===== src/rtl/frame_strobe_sequencer_if.sv =====
// Command channel between the bitstream loader and the frame strobe sequencer.
// Ports: cmd_valid/cmd_frame/cmd_data from loader, cmd_ready back to loader.
interface frame_strobe_sequencer_if #(
    parameter int FrameBitsPerRow = 32
);
    logic                       cmd_valid;
    logic                       cmd_ready;
    logic [4:0]                 cmd_frame;
    logic [FrameBitsPerRow-1:0] cmd_data;

    modport master (
        output cmd_valid,
        output cmd_frame,
        output cmd_data,
        input  cmd_ready
    );

    modport slave (
        input  cmd_valid,
        input  cmd_frame,
        input  cmd_data,
        output cmd_ready
    );
endinterface


===== src/rtl/frame_strobe_sequencer.sv =====
// Loads one configuration frame into a fabric column: drives FrameData and a
// one-hot FrameStrobe pulse with programmable setup/strobe/hold spacing.
// Ports:
//   UserCLK, reset  : clock, asynchronous active-high reset
//   cmd             : command channel (valid/ready, frame index, frame data)
//   clear_err       : clears the sticky range error
//   FrameData       : registered frame data word to the column
//   FrameStrobe     : registered one-hot strobe, zero outside STROBE
//   busy, done      : not-idle status, one-cycle completion pulse
//   err_range       : sticky out-of-range frame index flag
//   frame_count     : completed valid frame writes (wraps)
module frame_strobe_sequencer #(
    parameter int MaxFramesPerCol = 20,
    parameter int FrameBitsPerRow = 32,
    parameter int SetupCycles     = 1,
    parameter int StrobeCycles    = 2,
    parameter int HoldCycles      = 1
) (
    input  logic                       UserCLK,
    input  logic                       reset,
    frame_strobe_sequencer_if.slave    cmd,
    input  logic                       clear_err,
    output logic [FrameBitsPerRow-1:0] FrameData,
    output logic [MaxFramesPerCol-1:0] FrameStrobe,
    output logic                       busy,
    output logic                       done,
    output logic                       err_range,
    output logic [15:0]                frame_count
);

    typedef enum logic [1:0] {
        IDLE   = 2'd0,
        SETUP  = 2'd1,
        STROBE = 2'd2,
        HOLD   = 2'd3
    } state_e;

    // Phase counters are loaded with length-1 and advance when they hit zero.
    localparam logic [3:0] SetupLd  = 4'(SetupCycles - 1);
    localparam logic [3:0] StrobeLd = 4'(StrobeCycles - 1);
    localparam logic [3:0] HoldLd   = 4'(HoldCycles - 1);

    state_e                     state_q, state_d;
    logic [3:0]                 cnt_q, cnt_d;
    logic [4:0]                 frame_q, frame_d;
    logic [FrameBitsPerRow-1:0] data_q, data_d;
    logic [MaxFramesPerCol-1:0] strobe_q, strobe_d;
    logic                       done_q, done_d;
    logic                       err_q, err_d;
    logic [15:0]                fcount_q, fcount_d;

    logic xfer;
    logic idx_ok;

    assign xfer   = cmd.cmd_valid && (state_q == IDLE);
    assign idx_ok = 32'(cmd.cmd_frame) < 32'(MaxFramesPerCol);

    // State register
    always_ff @(posedge UserCLK or posedge reset) begin
        if (reset) begin
            state_q <= IDLE;
            cnt_q   <= 4'd0;
        end else begin
            state_q <= state_d;
            cnt_q   <= cnt_d;
        end
    end

    // Next-state logic
    always_comb begin
        state_d = state_q;
        cnt_d   = cnt_q;
        unique case (state_q)
            IDLE: begin
                // Out-of-range commands are consumed but keep us in IDLE.
                if (xfer && idx_ok) begin
                    state_d = SETUP;
                    cnt_d   = SetupLd;
                end
            end
            SETUP: begin
                if (cnt_q == 4'd0) begin
                    state_d = STROBE;
                    cnt_d   = StrobeLd;
                end else begin
                    cnt_d = cnt_q - 4'd1;
                end
            end
            STROBE: begin
                if (cnt_q == 4'd0) begin
                    state_d = HOLD;
                    cnt_d   = HoldLd;
                end else begin
                    cnt_d = cnt_q - 4'd1;
                end
            end
            HOLD: begin
                if (cnt_q == 4'd0) begin
                    state_d = IDLE;
                end else begin
                    cnt_d = cnt_q - 4'd1;
                end
            end
            default: begin
                state_d = IDLE;
                cnt_d   = 4'd0;
            end
        endcase
    end

    // Output logic: next values of the registered outputs.
    always_comb begin
        data_d   = data_q;
        frame_d  = frame_q;
        strobe_d = '0;
        done_d   = 1'b0;
        err_d    = err_q;
        fcount_d = fcount_q;

        if (xfer && idx_ok) begin
            data_d  = cmd.cmd_data;
            frame_d = cmd.cmd_frame;
        end

        // Strobe is decoded from the next state so the flop output rises on
        // entry to STROBE and is already low in the first HOLD cycle.
        if (state_d == STROBE) begin
            for (int i = 0; i < MaxFramesPerCol; i++) begin
                strobe_d[i] = (frame_q == 5'(i));
            end
        end

        if (state_q == HOLD && state_d == IDLE) begin
            done_d   = 1'b1;
            fcount_d = fcount_q + 16'd1;
        end

        // A new range error takes priority over a simultaneous clear.
        if (xfer && !idx_ok) begin
            err_d = 1'b1;
        end else if (clear_err) begin
            err_d = 1'b0;
        end
    end

    // Output registers
    always_ff @(posedge UserCLK or posedge reset) begin
        if (reset) begin
            data_q   <= '0;
            frame_q  <= 5'd0;
            strobe_q <= '0;
            done_q   <= 1'b0;
            err_q    <= 1'b0;
            fcount_q <= 16'd0;
        end else begin
            data_q   <= data_d;
            frame_q  <= frame_d;
            strobe_q <= strobe_d;
            done_q   <= done_d;
            err_q    <= err_d;
            fcount_q <= fcount_d;
        end
    end

    assign cmd.cmd_ready = (state_q == IDLE);
    assign busy          = (state_q != IDLE);
    assign FrameData     = data_q;
    assign FrameStrobe   = strobe_q;
    assign done          = done_q;
    assign err_range     = err_q;
    assign frame_count   = fcount_q;

endmodule


===== src/flat_wrapper.sv =====
// flat-port wrapper written by rule: the top's interface ports become plain ports
module frame_strobe_sequencer_flat 
#(
    parameter int MaxFramesPerCol = 20,
    parameter int FrameBitsPerRow = 32,
    parameter int SetupCycles     = 1,
    parameter int StrobeCycles    = 2,
    parameter int HoldCycles      = 1
)
  (UserCLK, reset, clear_err, FrameData, FrameStrobe, busy, done, err_range, frame_count, cmd_cmd_valid, cmd_cmd_frame, cmd_cmd_data, cmd_cmd_ready);
  frame_strobe_sequencer_if #(.FrameBitsPerRow(FrameBitsPerRow)) cmd_i ();
  input  logic UserCLK;
  input  logic reset;
  input  logic clear_err;
  output logic [FrameBitsPerRow-1:0] FrameData;
  output logic [MaxFramesPerCol-1:0] FrameStrobe;
  output logic busy;
  output logic done;
  output logic err_range;
  output logic [15:0] frame_count;
  input wire logic [$bits(cmd_i.cmd_valid)-1:0] cmd_cmd_valid;
  input wire logic [$bits(cmd_i.cmd_frame)-1:0] cmd_cmd_frame;
  input wire logic [$bits(cmd_i.cmd_data)-1:0] cmd_cmd_data;
  output wire logic [$bits(cmd_i.cmd_ready)-1:0] cmd_cmd_ready;
  assign cmd_i.cmd_valid = cmd_cmd_valid;
  assign cmd_i.cmd_frame = cmd_cmd_frame;
  assign cmd_i.cmd_data = cmd_cmd_data;
  assign cmd_cmd_ready = cmd_i.cmd_ready;
  frame_strobe_sequencer #(.MaxFramesPerCol(MaxFramesPerCol), .FrameBitsPerRow(FrameBitsPerRow), .SetupCycles(SetupCycles), .StrobeCycles(StrobeCycles), .HoldCycles(HoldCycles)) u_core (.UserCLK(UserCLK), .reset(reset), .cmd(cmd_i), .clear_err(clear_err), .FrameData(FrameData), .FrameStrobe(FrameStrobe), .busy(busy), .done(done), .err_range(err_range), .frame_count(frame_count));
endmodule

===== config.mk =====
export PLATFORM = sky130hd
export DESIGN_NAME = frame_strobe_sequencer_flat
export DESIGN_NICKNAME = d
export VERILOG_FILES = /design/src/rtl/frame_strobe_sequencer_if.sv /design/src/rtl/frame_strobe_sequencer.sv /design/src/flat_wrapper.sv
export SDC_FILE = /design/constraint.sdc
export NUM_CORES = 1
export LEC_CHECK = 0
export CAP_MARGIN = 20
export CORE_ASPECT_RATIO = 1.75
export CORE_MARGIN = 2
export CORE_UTILIZATION = 35
export CTS_CLUSTER_SIZE = 25
export DETAILED_ROUTE_END_ITERATION = 6
export HOLD_SLACK_MARGIN = 0.03
export MAX_ROUTING_LAYER = met4
export PLACE_DENSITY = 0.67
export SYNTH_ARGS = -nofsm -noshare
export SYNTH_HDL_FRONTEND = slang
export SYNTH_SLANG_ARGS = --single-unit

===== constraint.sdc =====
create_clock -name UserCLK -period 5.4 [get_ports UserCLK]
set_input_delay 0.81 -clock UserCLK [delete_from_list [all_inputs] [get_ports UserCLK]]
set_output_delay 0.81 -clock UserCLK [all_outputs]
set_load 0.02 [all_outputs]

# Word level (Yosys, flattened, before mapping)
# Index checks and enable logic that the tools add are counted.
[op_classes]
magnitude_cmp = 1
eq_ne = 25
n_reduce_logical = 12
addsub = 2
mux = 14
[op_table]
columns = ["cell", "n"]
rows = [
  ["5-bit by 4-bit equality test with 1-bit output (second input constant)", 8],
  ["5-bit by 3-bit equality test with 1-bit output (second input constant)", 4],
  ["5-bit equality test (second input constant)", 4],
  ["20-bit two-way mux", 1],
  ["16-bit by 1-bit adder with 16-bit output (second input constant)", 1],
  ["4-bit two-way mux", 4],
  ["4-bit case mux with 4 select lines", 1],
  ["5-bit by 2-bit equality test with 1-bit output (second input constant)", 2],
  ["2-bit two-way mux", 4],
  ["2-bit case mux with 4 select lines", 1],
  ["2-bit equality test (second input constant)", 3],
  ["5-bit by 1-bit equality test with 1-bit output (second input constant)", 1],
  ["5-bit zero test", 1],
  ["5-bit less-than comparator (second input constant)", 1],
  ["1-bit logical AND", 4],
  ["2-bit zero test", 2],
  ["4-bit zero test", 1],
  ["2-bit nonzero test", 2],
  ["4-bit by 1-bit subtractor with 4-bit output (second input constant)", 1],
  ["1-bit two-way mux", 3],
  ["2-bit by 1-bit equality test with 1-bit output (second input constant)", 1],
  ["2-bit by 1-bit inequality test with 1-bit output (second input constant)", 1],
  ["2-bit inequality test (second input constant)", 1],
  ["2-bit AND reduction", 1],
  ["1-bit zero test", 1],
]
[totals]
out_inout_bits = 72
inputBits = 41
reg_bits = 81

# Depth between registers and ports, before layout
# Gate-level depths: netlist (run 1).
[depth]
ltp_word = 8
depth_mapped = 6
ltp_nobuf = 6

# Least setup slack after synthesis (run 1)
# OpenSTA, ideal clock, no wires.
[synth_path]
kind = "reg-to-output"
start = "register u_core.state_q[1]"
end = "output port busy"
path_slack_ps = 3523
n_path_buf = 1
required_time_ps = 4590
arrival_time_ps = 1067
stages_incl_launch_ff = 4
path_cell_list = "dfrtp_1 -> clkbuf_1 -> nor2_2 -> inv_1"
[synth_via]
elab_chain_cells = 1
[synth_rtl]
columns = ["item", "line_no", "source"]
rows = [
  ["start: declaration", "frame_strobe_sequencer.sv:43", "state_e state_q, state_d;"],
  ["start signal: assignment", "frame_strobe_sequencer.sv:64", "state_q <= state_d;"],
  ["2-bit nonzero test", "frame_strobe_sequencer.sv:166", "assign busy = (state_q != IDLE);"],
  ["end: declaration", "flat_wrapper.sv:17", "output logic busy;"],
]
# Every way passes these cells.

# Worst setup path after layout (run 1)
# Same ends and word-level chain as after synthesis.

==> results of run 1 <==
-- cell usage after synthesis, drive strengths merged --
library cell / number / area share [%]
nand4bb: 1 / 0.36
a21oi: 1 / 0.16
and3: 2 / 0.40
nor4: 7 / 2.1
nor3: 2 / 0.32
and4: 1 / 0.28
o22a: 1 / 0.28
xor2: 7 / 1.9
o22ai: 1 / 0.20
nand2b: 5 / 0.99
dfrtp: 81 / 64
nor2: 21 / 2.6
ha: 3 / 1.2
nand3: 7 / 1.1
o211ai: 2 / 0.47
a32o: 1 / 0.32
o21ai: 1 / 0.16
mux2: 37 / 13
nand4: 4 / 0.99
or4: 2 / 0.47
nor3b: 1 / 0.40
nand2: 14 / 1.7
buf: 4 / 0.63
or3b: 1 / 0.36
or3: 4 / 0.79
xnor2: 9 / 2.5
mux2i: 1 / 0.32
clkbuf: 2 / 0.24
inv: 7 / 0.83
o31ai: 3 / 0.71
or2: 1 / 0.20
-- final cells by class --
| cell class | instances | area [sq um] |
|---|---|---|
| sequential | 81 | 2027 |
| timing repair buffer | 115 | 1176 |
| inverter | 7 | 27.53 |
| tap | 117 | 146.4 |
| fill | 780 | 3928 |
| multi-input combinational | 140 | 1091 |
| clock inverter | 7 | 106.4 |
| clock buffer | 9 | 225.2 |
-- kinds of logic (layout without fill, tap and decap cells) --
| group | count (synthesis) | in the layout | share of synthesized area, % |
|---|---|---|---|
| flip-flops | 81 | 81 | 64.01 |
| multiplexers | 38 | 38 | 13.47 |
| XOR/XNOR | 16 | 16 | 4.425 |
| adder cells (fa/ha/maj) | 3 | 3 | 1.185 |
| AND/OR/NAND/NOR | 73 | 73 | 12.92 |
| buffers and inverters | 13 | 138 | 1.699 |
| AO/OA/AOI/OAI | 10 | 10 | 2.291 |
-- flip-flops by register name (all words and copies together) (netlist names) --
signal,flops
u_core.cnt_q,4
u_core.state_q,2
u_core.done,1
u_core.err_range,1
u_core.FrameStrobe,20
u_core.FrameData,32
u_core.frame_q,5
u_core.frame_count,16
-- worst reg2reg max path, delay by kind of cell, from the launching register on --
family	cells	cell delay (ns)
adder cells (fa/ha/maj)	1	0.20
AND/OR/NAND/NOR	3	1.12
XOR/XNOR	1	0.16
flip-flops	1	0.40
buffers and inverters	1	0.09
-- worst paths after layout --
kind | endpoint | slack (ns) | start
max | busy | 2.77 | u_core.state_q[1]
min | u_core.frame_count[15] | 0.48 | u_core.frame_count[15]
max reg2reg | u_core.frame_count[14] | 3.35 | u_core.cnt_q[0]
min reg2reg | u_core.frame_count[15] | 0.48 | u_core.frame_count[15]
max in group asynchronous | u_core.FrameData[24] | 4.05 | reset
min in group asynchronous | u_core.frame_count[9] | 0.78 | reset
-- power by group --
part           internal, W  switching, W  leakage, nW
Combinational     0.000499      0.000461        0.882
Sequential        0.000795      0.000133         1.04
Clock             0.000414      0.000253        0.163
Total              0.00171      0.000847         2.08
-- per-layer routing --
layer | up-vias | global-route usage (%) | wire length [microns]
met5 | - | - | 0
met1 | 1102 | 16.47 | 2637
li1 | 1057 | - | -
met2 | 82 | 23.21 | 3475
met4 | 0 | 7.166 | 119
met3 | 8 | 4.633 | 363
-- stage by stage --
stage	power, W	cell area, sq um	hold WS [ns]	utilization [%]
2_1_floorplan	0.001471	3167	0.4736	-
3_3_place_gp	0.001883	4420	0.4627	50.65
3_5_place_dp	0.001905	4420	0.4729	50.65
4_1_cts	0.002586	4752	0.4859	54.45
5_1_grt	0.002700	4800	0.5083	55.00
6_report	0.002554	4800	0.4765	55.00
==> summary.md, run 1 <==
| Metric | Value |
|---|---|
| Total of max-cap violations | 0 |
| Hold Crit Depth | 1 |
| CP bufs+invs | 2 |
| GP Congestion | 0.7363 |
| Pin count of the biggest net entering global routing | 82 |
| Syn nets | 278 |
| Fin. max-slew vios | 0 |
| IO buf count | 112 |
| Tcrit/Tclk final | 48.66% |
| Setup TNS | 0 ns |
| Mapped Area | 3167 sq um |
| Num rows | 45 |
| Pre-CTS WS | 2.230 ns |
| Hold-fix buffers, CTS | 0 |
| Dpl cells | 458 |
| Post-CTS Setup Bufs | 0 |
| Final worst slack | 2.773 ns |
| Worst slew pin tran | 0.5389 ns |
| Routed len/inst | 13.86 microns |
| Root Buffer | clkbuf_16 |
| Type of element launching the critical path | register |
| CTS buffer count | 9 |
| RSZ-0062 raised after global routing | false |
| CTS tree | built |
| Antenna diode count | 0 |
| Critical path fanouts, max | 7 |
| Unique masters post-synth | 35 |
| Starting Density | 36.29% |
| CTS clock-pin slew for the worst setup and hold paths | 0.06 ns |
| Status | completed |
| I/O Pins | 113 |
| Final min period | 2.627 ns |
| Crit. End Element | primary output |
| Most frequent cells in the layout | clkdlybuf4s50_1 (112), dfrtp_1 (81), mux2_2 (37) |
| Commonest non-fill, non-tap cell in the layout | clkdlybuf4s50_1 |
| Finish-stage setup viols | 0 |
| Clock Latency Late Sink | 0.33 ns |
| CP Class | register to primary output |
| Critical Path Max Stage Delay | 0.56 ns |
| First-pass GRT wire length | 10780 microns |
| Area delta synth->final | 51.56% |
| Die Area | 9855 sq um |
| Initial antenna violation count | 0 |
| Delay-heaviest family, CP | buffers and inverters |
| Crit path cell chain | nor2_2 -> inv_1 -> clkdlybuf4s50_1 |
| Nets | 398 |
| Setup Skew | 0.008263 ns |
| DR vias | 2249 |
| Final hold violations | 0 |
| Die Span X | 75.91 microns |
| Arrival @ worst endpoint | 1.82 ns |
| Die H | 129.8 microns |
| Max frequency | 0.3806 GHz |
| Routed vias/inst | 4.725 |
| Synthesized flop and latch total | 81 |
| R2R cell count | 6 |
| Layout Cells excl Fill | 476 |
| Sequential share of the synthesized area | 64.01% |
| Slew HR | 63.92% |
| Peak supply drop | 0.0002959 V |
| Pwr dens | 532.2 nW/um^2 |
| Lkg Pwr | 2.082 nW |
| PostCTS Resize Cnt | 0 |
| DP HPWL | 4695 microns |
| WL final | 6595 microns |
| Syn Area/Cell | 13.53 sq um |
| Antenna Nets Post-Route | 0 |
| Synth Warn # | 0 |
| Worst hold path class | register to register |
| Slowest CP cell | clkdlybuf4s50_1 |
| Total GRT Usage | 14.47% |
| CTS Sinks | 81 |
| First DRT Iteration DRCs | 61 |
| Core box area | 8727 sq um |
| DR DRC count | 0 |
| Fraction of layout cells with a size suffix above 1 | 18.11% |
| Vias in the first global route | 2138 |
| WP data required | 4.59 ns |
| Cells after Synth | 234 |
| GRT Residual Overflow | 0 |
| 1st-pass router iterations | 5 |
| Worst path depth | 3 |
| H-Tree Depth | 3 |
| Clock buffer depth | 2 |
No activity file was read; power rests on OpenSTA's default activity.
==> run 2: changes to the inputs <==
==> constraint.sdc (replaced) <==
create_clock -name UserCLK -period 2.6 [get_ports UserCLK]
set_input_delay 0.39 -clock UserCLK [delete_from_list [all_inputs] [get_ports UserCLK]]
set_output_delay 0.39 -clock UserCLK [all_outputs]
set_load 0.02 [all_outputs]
==> run 2 against run 1 <==
Clock-buffer cell count did not move. Clock skew about the same. First-iteration DRC count is 59% higher. Routed wire length rose by 4.5%. Worst setup slack got worse by 2.4 ns. Register-to-register slack worse by 2.8 ns. Power rose by 100%. Critical path depth unchanged. Final cell count did not move.
==> summary.md, run 2 (synthesis gave the netlist of run 1 again) <==
| Metric | Value |
|---|---|
| CTS buffer count | 9 |
| Num rows | 45 |
| RSZ-0062 raised after global routing | false |
| First-pass GRT wire length | 11360 microns |
| Clock buffer depth | 2 |
| DR DRC count | 0 |
| Critical path fanouts, max | 7 |
| Comb power frac | 38.3% |
| Peak supply drop | 0.0005768 V |
| Type of element launching the critical path | register |
| Lkg Pwr | 2.061 nW |
| Clock share of power | 24.7% |
| Final min period | 2.194 ns |
| CTS tree | built |
| WP data required | 2.21 ns |
| Reg area | 2027 sq um |
| CP Class | register to primary output |
| Fin. max-slew vios | 0 |
| Fraction of layout cells with a size suffix above 1 | 18.11% |
| IO buf count | 112 |
| 1st-pass router iterations | 4 |
| Delay-heaviest family, CP | buffers and inverters |
| Antenna Nets Post-Route | 0 |
| Core box area | 8727 sq um |
| Worst slew pin tran | 0.5475 ns |
| Initial antenna violation count | 0 |
| Switching part of the total | 33.95% |
| Setup Skew | 0.008024 ns |
| Total of max-cap violations | 0 |
| Status | completed |
| Pin count of the biggest net entering global routing | 82 |
| CTS clock-pin slew for the worst setup and hold paths | 0.06 ns |
| Starting Density | 36.29% |
| Max frequency | 0.4558 GHz |
| Total GRT Usage | 15.32% |
| Worst hold path class | input pin to async pin |
| First DRT Iteration DRCs | 97 |
| Pwr dens | 1097 nW/um^2 |
| Psw | 0.001771 W |
| FILL cells | 795 |
| Die H | 129.8 microns |
| Die Span X | 75.91 microns |
| Slowest CP cell | clkdlybuf4s50_1 |
| I/O Pins | 113 |
| Crit path cell chain | nor2_2 -> inv_1 -> clkdlybuf4s50_1 |
| Crit. End Element | primary output |
| Routed len/inst | 14.47 microns |
| Power share of the sequential group | 36.9% |
| DR vias | 2220 |
| GRT Residual Overflow | 0 |
| Die Area | 9855 sq um |
| Clock Latency Late Sink | 0.34 ns |
| Antenna diode count | 0 |
| Hold-fix buffers, CTS | 0 |
| Area delta synth->final | 50.18% |
| Area of the multi-input gates | 1091 sq um |
| CTS Sinks | 81 |
| H-Tree Depth | 3 |
| Most frequent cells in the layout | clkdlybuf4s50_1 (112), dfrtp_1 (81), mux2_2 (37) |
| Routed vias/inst | 4.664 |
| Max reg flops | 32 |
| CP bufs+invs | 2 |
| Slew HR | 63.34% |
| Post-CTS Setup Bufs | 0 |
| Int Pwr | 0.003445 W |
| DP HPWL | 5041 microns |
| Commonest non-fill, non-tap cell in the layout | clkdlybuf4s50_1 |
| GP Congestion | 0.8184 |
| Vias in the first global route | 2269 |
| Nets | 398 |
| Pwr Total | 0.005216 W |
| Setup TNS | 0 ns |
| Finish-stage setup viols | 0 |
| Critical Path Max Stage Delay | 0.56 ns |
| Arrival @ worst endpoint | 1.80 ns |
| Root Buffer | clkbuf_16 |
| PostCTS Resize Cnt | 0 |
| Final hold violations | 0 |
| Tcrit/Tclk final | 84.39% |
| WL final | 6890 microns |
[run 2: power by group through the flow]
stage	clock (W)	sequential [W]	combinational, W
2_1_floorplan	0	0.00226	0.000793
3_3_place_gp	0	0.00193	0.00199
3_5_place_dp	0	0.00195	0.00202
4_1_cts	0.00134	0.00193	0.00203
5_1_grt	0.00139	0.00199	0.00214
6_report	0.00129	0.00193	0.00200
[run 2: worst reg2reg max path: stages, from the launching register on]
cell     delay (ns)
dfrtp_1        0.41
inv_1          0.09
ha_1           0.20
nor3b_2        0.49
nand4_2        0.27
nor4_2         0.35
xor2_1         0.16
[run 2: path summary, 6_finish.rpt]
check / startpoint / to / slack (ns) / cells after the start
hold reg to reg: u_core.frame_count[15] / u_core.frame_count[15] / 0.47 / 1
setup / recovery: u_core.state_q[1] / busy / 0.41 / 3
hold / removal: reset / u_core.frame_count[15] / 0.45 / 3
setup reg to reg: u_core.cnt_q[0] / u_core.frame_count[14] / 0.56 / 6
min in group UserCLK: u_core.frame_count[15] / u_core.frame_count[15] / 0.47 / 1
max in group asynchronous: reset / u_core.frame_count[6] / 1.79 / 3
[run 2: per-layer routing]
| layer | up-vias | part of all wire (%) | GRT usage (%) |
|---|---|---|---|
| li1 | 1056 | - | - |
| met1 | 1083 | 39 | 16.33 |
| met4 | 0 | 1.6 | 7.166 |
| met2 | 74 | 54 | 26.52 |
| met3 | 7 | 5.5 | 4.288 |
| met5 | - | 0 | - |
[run 2: final cells by class]
class / count / share of cell area, %
clock buffers: 9 / 4.736
multi-input cells: 140 / 22.94
repair buffers: 115 / 24.31
flip-flops and latches: 81 / 42.62
well taps: 117 / 3.078
inverters: 7 / 0.5788
clock inverters: 7 / 1.736
[run 2: through the flow]
stage	util [%]	cell area (sq um)	hold WS, ns	instances	setup slack (ns)
after floorplan	-	3167	0.4736	234	0.1299
after global placement	50.97	4448	0.4694	460	0.6215
after detailed placement	50.97	4448	0.4677	460	0.5674
after CTS	54.49	4756	0.4760	476	0.3727
after global routing	54.49	4756	0.5011	476	0.3124
final	54.49	4756	0.4520	476	0.4059
==> run 3: changes to the inputs <==
--- a/config.mk
+++ b/config.mk
@@ -13,7 +13,7 @@
 export DETAILED_ROUTE_END_ITERATION = 6
 export HOLD_SLACK_MARGIN = 0.03
 export MAX_ROUTING_LAYER = met4
-export PLACE_DENSITY = 0.67
+export PLACE_DENSITY = 0.69
 export SYNTH_ARGS = -nofsm -noshare
 export SYNTH_HDL_FRONTEND = slang
 export SYNTH_SLANG_ARGS = --single-unit
==> constraint.sdc (replaced) <==
create_clock -name UserCLK -period 1.8 [get_ports UserCLK]
set_input_delay 0.27 -clock UserCLK [delete_from_list [all_inputs] [get_ports UserCLK]]
set_output_delay 0.27 -clock UserCLK [all_outputs]
set_load 0.02 [all_outputs]
==> run 3 against run 2 <==
Die area stayed put. Hold slack worse by 0.057 ns. Power is 50% higher. Final cell count is 3.6% higher. Routed wire length is 2.9% higher. Clock power is 42% higher. Clock-buffer cell count stayed put. Design area is 3.8% higher. Non-clock buffer count is 17 higher. Critical path type is now register to register. Highest routed layer unchanged.
==> summary.md, run 3 (synthesis gave the netlist of run 1 again) <==
| Metric | Value |
|---|---|
| Layout Cells excl Fill | 493 |
| Clock buffer depth | 2 |
| Die Area | 9855 sq um |
| Critical R2R Capture | u_core.frame_count[9] |
| RSZ-0062 raised after global routing | true |
| CP Class | register to register |
| WP data required | 2.06 ns |
| Pwr dens | 1580 nW/um^2 |
| Initial antenna violation count | 0 |
| DR vias | 2327 |
| GRT Residual Overflow | 0 |
| Commonest non-fill, non-tap cell in the layout | clkdlybuf4s50_1 |
| First DRT Iteration DRCs | 46 |
| RR Startpoint | u_core.cnt_q[0] |
| Fraction of layout cells with a size suffix above 1 | 23.40% |
| Critical path origin | u_core.cnt_q[0] |
| 1st-pass router iterations | 4 |
| Routed len/inst | 14.38 microns |
| Final min period | 1.739 ns |
| Crit. End Element | register |
| Die Span X | 75.91 microns |
| Pwr Total | 0.007799 W |
| Pin count of the biggest net entering global routing | 82 |
| Status | completed |
| Core box area | 8727 sq um |
| Most frequent cells in the layout | clkdlybuf4s50_1 (110), dfrtp_1 (81), mux2_2 (37) |
| CTS tree | built |
| Final hold violations | 0 |
| Vias in the first global route | 2410 |
| DP HPWL | 5172 microns |
| Max reg flops | 32 |
| I/O Pins | 113 |
| WL final | 7087 microns |
| Dpl cells | 475 |
| Final hold slack | 0.3953 ns |
| H-Tree Depth | 3 |
| Nets | 415 |
| Hold-fix buffers, CTS | 0 |
| Tcrit/Tclk final | 96.62% |
| Worst hold path class | input pin to async pin |
| Area delta synth->final | 55.91% |
| IO buf count | 112 |
| CTS Sinks | 81 |
| Critical path fanouts, max | 5 |
| Peak supply drop | 0.0009574 V |
| FILL cells | 739 |
| Arrival @ worst endpoint | 2.00 ns |
| First-pass GRT wire length | 11650 microns |
| Die H | 129.8 microns |
| Slew HR | 70.74% |
| CTS buffer count | 9 |
| Fin. max-slew vios | 0 |
| Total GRT Usage | 15.72% |
| Setup Skew | 0.007574 ns |
| Routed vias/inst | 4.720 |
| Lkg Pwr | 2.148 nW |
| R2R Setup Slk | 0.06 ns |
| Type of element launching the critical path | register |
| Max frequency | 0.5750 GHz |
| Root Buffer | clkbuf_16 |
| Finish-stage setup viols | 0 |
| GP Congestion | 0.7969 |
| Num rows | 45 |
| CTS clock-pin slew for the worst setup and hold paths | 0.06 ns |
| DR DRC count | 0 |
| Antenna Nets Post-Route | 0 |
| Worst slew pin tran | 0.4389 ns |
| Antenna diode count | 0 |
| Clock Latency Late Sink | 0.33 ns |
| Starting Density | 36.29% |
| Total of max-cap violations | 0 |
| R2R cell count | 6 |
[run 3: changes by cell type in the layout (fill, tap and decap cells not counted), sizes merged]
cell | previous run | this run
inv | 11 | 9
clkinv | 2 | 1
buf | 3 | 20
dlygate4sd2 | 0 | 2
clkinvlp | 0 | 3
clkdlybuf4s50 | 112 | 110
[run 3: worst max path at each step]
stage                                   endpoint  slack (ns)  cells after the start
after floorplan           u_core.frame_count[14]        0.02                      6
after global placement     u_core.frame_count[5]       0.009                      6
after detailed placement   u_core.frame_count[5]       -0.05                      6
after CTS                  u_core.frame_count[9]        0.01                      6
after global routing       u_core.frame_count[9]       -0.03                      6
final                      u_core.frame_count[9]        0.06                      6
[run 3: layout make-up]
| type | count | area [sq um] | share of cell area [%] |
|---|---|---|---|
| Inverter | 7 | 30.03 | 0.6082 |
| Clock buffer | 9 | 225.2 | 4.562 |
| Clock inverter | 7 | 76.32 | 1.546 |
| Tap cell | 117 | 146.4 | 2.965 |
| Sequential cell | 81 | 2027 | 41.05 |
| Timing Repair Buffer | 132 | 1306 | 26.46 |
| Multi-Input combinational cell | 140 | 1126 | 22.81 |
[run 3: worst max-delay path: stages, from the launching register on]
cell     delay, ns
dfrtp_1       0.39
inv_2         0.08
ha_4          0.15
or3b_4        0.41
nor4_4        0.25
and4_1        0.25
xor2_1        0.13
[run 3: what timing repair did]
action	CTS	global route
gates resized for setup	7	4
endpoints found under the setup margin	6	19
pin swaps	2	0
setup buffers	0	2
[run 3: stage by stage]
step	area [sq um]	setup TNS, ns	utilization [%]	setup slack (ns)
after floorplan	3171	0	-	0.01928
after global placement	4588	0	52.57	0.009421
after detailed placement	4588	-0.04855	52.57	-0.04855
after CTS	4906	0	56.22	0.01499
after global routing	4937	-0.02993	56.57	-0.02993
final	4937	0	56.57	0.06081
[run 3: metal layers]
layer	GRT usage [%]	vias to the layer above	wire length, microns
met4	9.733	0	223
met3	3.527	14	303
met1	15.94	1151	2680
met5	-	-	0
met2	27.68	72	3880
li1	-	1090	-
[run 3: power breakdown]
part / leakage [nW] / internal, W / switching (W)
Combinational: 0.967 / 0.00171 / 0.00148
Sequential: 1.04 / 0.00239 / 0.000393
Clock: 0.143 / 0.00109 / 0.000747
Total: 2.15 / 0.00518 / 0.00262
